==> config.mk <==
export PLATFORM = sky130hd
export DESIGN_NAME = csa_resolve_pipe
export DESIGN_NICKNAME = d
export VERILOG_FILES = /design/src/rtl/csa_resolve_pipe.sv
export SDC_FILE = /design/constraint.sdc
export NUM_CORES = 1
export LEC_CHECK = 0
export CAP_MARGIN = 20
export CORE_ASPECT_RATIO = 1.5
export CORE_MARGIN = 2
export CORE_UTILIZATION = 55
export DETAILED_ROUTE_END_ITERATION = 8
export GPL_TIMING_DRIVEN = 0
export PLACE_DENSITY = 0.84
export SYNTH_ARGS = -nofsm -noshare
export SYNTH_HDL_FRONTEND = slang
export SYNTH_SLANG_ARGS = --single-unit
==> constraint.sdc <==
create_clock -name clk -period 15.1 [get_ports clk]
set_input_delay 1.51 -clock clk [delete_from_list [all_inputs] [get_ports clk]]
set_output_delay 1.51 -clock clk [all_outputs]
set_load 0.03 [all_outputs]
==> src/rtl/csa_resolve_pipe.sv <==
// csa_resolve_pipe: pipelined carry-propagate adder that resolves a
// redundant {sum, carry} pair into SUM = (S + C) mod 2^SIZE.
// Ports: clk, reset (async, active-high), in_valid/in_ready/in_s/in_c
// (input side), out_valid/out_ready/out_sum (output side),
// out_cout (only when CSA_RESOLVE_COUT_EN is defined).
// Parameters: SIZE (width), STAGES (pipeline stages = carry chunks).
module csa_resolve_pipe #(
  parameter int SIZE   = 34,
  parameter int STAGES = 4
) (
  input  logic            clk,
  input  logic            reset,
  input  logic            in_valid,
  output logic            in_ready,
  input  logic [SIZE-1:0] in_s,
  input  logic [SIZE-1:0] in_c,
  output logic            out_valid,
  input  logic            out_ready,
  output logic [SIZE-1:0] out_sum
`ifdef CSA_RESOLVE_COUT_EN
  ,
  output logic            out_cout
`endif
);

  localparam int CHUNK = (SIZE + STAGES - 1) / STAGES;

  // Per-stage state: a holds resolved low chunks plus unresolved high
  // bits of S, b holds the unresolved high bits of C (resolved chunks
  // are zeroed), cy is the carry into the next chunk.
  logic            v_q  [STAGES];
  logic [SIZE-1:0] a_q  [STAGES];
  logic [SIZE-1:0] b_q  [STAGES];
  logic            cy_q [STAGES];

  logic            v_in  [STAGES];
  logic [SIZE-1:0] a_in  [STAGES];
  logic [SIZE-1:0] b_in  [STAGES];
  logic            cy_in [STAGES];

  logic stall;

  assign stall    = v_q[STAGES-1] & ~out_ready;
  assign in_ready = ~stall;

  for (genvar k = 0; k < STAGES; k++) begin : g_st
    localparam int LO = k * CHUNK;
    localparam int HI = (k == STAGES - 1) ? SIZE - 1
                                          : LO + CHUNK - 1;
    localparam int W  = HI - LO + 1;

    if (k == 0) begin : g_first
      assign v_in[k]  = in_valid;
      assign a_in[k]  = in_s;
      assign b_in[k]  = in_c;
      assign cy_in[k] = 1'b0;
    end else begin : g_next
      assign v_in[k]  = v_q[k-1];
      assign a_in[k]  = a_q[k-1];
      assign b_in[k]  = b_q[k-1];
      assign cy_in[k] = cy_q[k-1];
    end

    logic [W:0]      add;
    logic [SIZE-1:0] a_d;
    logic [SIZE-1:0] b_d;

    always_comb begin
      add = {1'b0, a_in[k][HI:LO]}
          + {1'b0, b_in[k][HI:LO]}
          + {{W{1'b0}}, cy_in[k]};
      a_d = a_in[k];
      a_d[HI:LO] = add[W-1:0];
      b_d = b_in[k];
      b_d[HI:LO] = '0;
    end

    // Data only loads with a valid item so X on idle inputs never
    // enters the pipe; bubbles keep the previous contents.
    always_ff @(posedge clk or posedge reset) begin
      if (reset) begin
        v_q[k]  <= 1'b0;
        a_q[k]  <= '0;
        b_q[k]  <= '0;
        cy_q[k] <= 1'b0;
      end else if (!stall) begin
        v_q[k] <= v_in[k];
        if (v_in[k]) begin
          a_q[k]  <= a_d;
          b_q[k]  <= b_d;
          cy_q[k] <= add[W];
        end
      end
    end
  end

  assign out_valid = v_q[STAGES-1];
  assign out_sum   = a_q[STAGES-1];

  // The final stage's b is all-zero by construction; it and (without
  // carry-out) the top carry are intentionally left unconsumed.
  logic unused_top;
`ifdef CSA_RESOLVE_COUT_EN
  assign out_cout   = cy_q[STAGES-1];
  assign unused_top = ^b_q[STAGES-1];
`else
  assign unused_top = ^{b_q[STAGES-1], cy_q[STAGES-1]};
`endif

endmodule

==> summary.md <==
| Metric | Value |
|---|---|
| Outcome | finished clean |
| Die Area | 16200 sq um |
| Post-DP HPWL | 12200 microns |
| Vias/cell | 5.48 |
| P_leak | roughly 4.5 nW |
| Io pins | between 100 and 150 |
| CTS Hold Bufs | 0 |
| CP Launch Type | input pin |
| Clk slew on worst S/H paths | roughly 70 ps |
| Initial antenna violation count | 0 |
| RSZ-0062 raised after global routing | no |
| Slowest cell on crit path | clkdlybuf4s50_1 |
| GRT Util Overall | 22.0% |
| Worst slew pin tran | 655 ps |
| Hold path cells | 2 |
| Final setup fails | 0 |
| CP bufs+invs | 3 |
| Synthesized area | ~8300 sq um |
| Yosys synthesis warning count | 0 |
| Clock latency at the later pin of the worst-skew pair | ~430 ps |
| PwrDens | 221 nW/um^2 |
| Cells after Synth | just over 600 |
| Critical path's most frequent cell | clkdlybuf4s50_1 |
| Number of synthesized register bits | 191 |
| Fmax achieved | 214 MHz |
| CP required | between 10000 and 15000 ps |
| Vias | 5223 |
| Starting density of the core | 55.8% |
| GR Overflow Total | 0 |
| VDD IR-drop max | 0.0904 mV |
| Global-route wire length before repair | 28000 microns |
| Reg2reg end | a_in[26]$_DFFE_PP0P_ |
| WS Path Type | input pin to output pin |
| Die Span Y | 155 microns |
| Max Cap Violations | 0 |
| Cell count along the critical path | 4 |
| Min-delay src | a_in[46]$_DFFE_PP0P_ |
| Mapped Nets | 723 |
| # clock sinks | 191 |
| Max FO, Critical Path | 10 |
| Ratio of cells with drive above 1 in the final layout | roughly 27% |
| H-Tree Depth | 4 |
| Initial DRC Count | between 150 and 200 |
| Port Buffers | 107 |
| Total Power | 2.26 mW |
| Hold crit path type | flop to flop |
| FF-to-FF Start | a_in[52]$_DFFE_PP0P_ |
| Post-cts sizing count | 0 |
| Vias in the first global route | about 5700 |
| Remaining DRCs | 0 |
| CP delay by family, top | buffers and inverters |
| # diodes | 0 |
| Final hold viol count | 0 |
| Count of cell types in the netlist | 34 |
| Sequential fraction of the synthesis area | 57.4% |
| Slew HR | 56.3% |
| Antenna viol nets, final | 0 |
| Routed WL | ~17000 microns |
| Post-CTS setup repair buffer count | 0 |
| CP endpoint kind | output pin |
| R2r setup slk | 12720 ps |
| Rows | 55 |
| Wire per inst | 17.5 microns |
| Final period utilization | 30.9% |
| Commonest cells after routing, fill and taps aside | 191 x dfrtp_1, 154 x mux2_2, 107 x clkdlybuf4s50_1, 35 x o21ai_0, 31 x nand2_1 |
| Area grow syn2layout | 23.1% |
| CTS Buf Count | 17 |
| Commonest non-fill, non-tap cell in the layout | dfrtp_1 |
| Core area | 14900 sq um |
| Largest stage delay, worst path | 730 ps |
| Setup tns final | 0 ps |
| Root Driver | clkbuf_16 |
| Setup Skew | 11.1 ps |
| Max Slew Vio Count | 0 |
| CTS tree | built |
| Die Span X | 105 microns |
| Layout Nets | 850 |
| Largest net degree at the start of global routing | 136 |
| Avg Cell Area, Syn | 13.6 sq um |
| Clock Path Buffers | 2 |
| Final Wtd Congestion | 0.818 |
| WP data arrival | ~3200 ps |
| Endpoint, Worst Hold | a_in[46]$_DFFE_PP0P_ |
| Tmin final | 4660 ps |
| FF-to-FF path depth | 7 |
| Crit path cell chain | clkdlybuf4s50_1 > nand2b_1 > buf_2 > clkdlybuf4s50_1 |
| Pre-antenna DRT Iters | 5 |
## registers in the layout, indices dropped and copies added (netlist names)
register	flops
a_in	102
b_in	48
out_sum	34
cy_in	3
v_in	3
out_valid	1
## report_power, final
group | switching [mW] | internal (mW)
Sequential | 0.128 | 0.740
Clock | 0.204 | 0.233
Combinational | 0.476 | 0.484
Total | 0.808 | 1.46
## kinds of logic after synthesis
logic type | synth area share, %
flip-flops | 57.4
buffers and inverters | 2.09
XOR/XNOR | 1.68
adder cells (fa/ha/maj) | 6.19
AND/OR/NAND/NOR | 4.05
AO/OA/AOI/OAI | 7.82
multiplexers | 20.8
## worst max-delay path by stage
stage,endpoint,startpoint
finish,in_ready,out_ready
global route,in_ready,out_ready
CTS,in_ready,out_ready
detailed placement,in_ready,out_ready
global placement,a_in[81]$_DFFE_PP0P_,reset
floorplan,a_in[0]$_DFFE_PP0P_,reset
## cells in the mapped netlist (all sizes together)
cell	n	area share, %
clkbuf	7	0.32
inv	18	0.81
xnor2	2	0.21
o31ai	7	0.63
a31oi	3	0.23
o21bai	4	0.36
or3	4	0.30
dfrtp	191	57
buf	16	0.96
a41oi	1	0.11
a21oi	13	0.78
a21boi	1	0.090
o211a	2	0.24
a31o	1	0.11
a211oi	7	0.63
o31a	3	0.32
nor2	14	0.63
o41a	1	0.14
o21ai	35	2.1
a21o	9	0.81
xor2	14	1.5
nor3	15	0.90
a41o	1	0.12
mux2	154	21
o21a	13	1.2
fa	7	1.7
or2	1	0.075
and2	1	0.075
nand2b	3	0.23
nor2b	4	0.39
ha	30	4.5
nand2	31	1.4
nand3	1	0.060
## worst min-delay path, delay by kind of cell, from the launching register on
family / cells / cell delay [ps]
DFF: 1 / 340
and+or+nand+nor: 1 / 50
AOI/OAI and AO/OA: 1 / 60
## cell type report
| class | instances | area, sq um |
|---|---|---|
| Buffer | 23 | 106 |
| Tap cell | 199 | 249 |
| Fill cell | 1072 | 4670 |
| Clock buffer | 18 | 429 |
| Inverter | 18 | 75.1 |
| Timing Repair Buffer | 108 | 1100 |
| Clock inverter | 14 | 143 |
| Sequential cell | 191 | 4780 |
| Multi-Input combinational cell | 382 | 3380 |
## metal layers
layer / up-vias / global-route usage (%) / share of wire [%]
met2: 118 / 40.8 / 55
met4: 0 / 8.11 / 2.1
li1: 2448 / - / -
met1: 2630 / 25.1 / 39
met5: - / 0 / 0
met3: 27 / 4.05 / 3.4
## through the flow
stage	hold WS, ps	setup WS [ps]	std cells	cell area, sq um	util [%]
3_5_place_dp	468	10440	921	9690	64.9
3_3_place_gp	458	6410	920	9650	64.6
4_1_cts	486	10430	953	10300	68.7
5_1_grt	511	10360	953	10300	68.7
6_report	479	10440	953	10300	68.7
2_1_floorplan	445	8390	614	8330	-
Power figures use the tool's default switching activity.
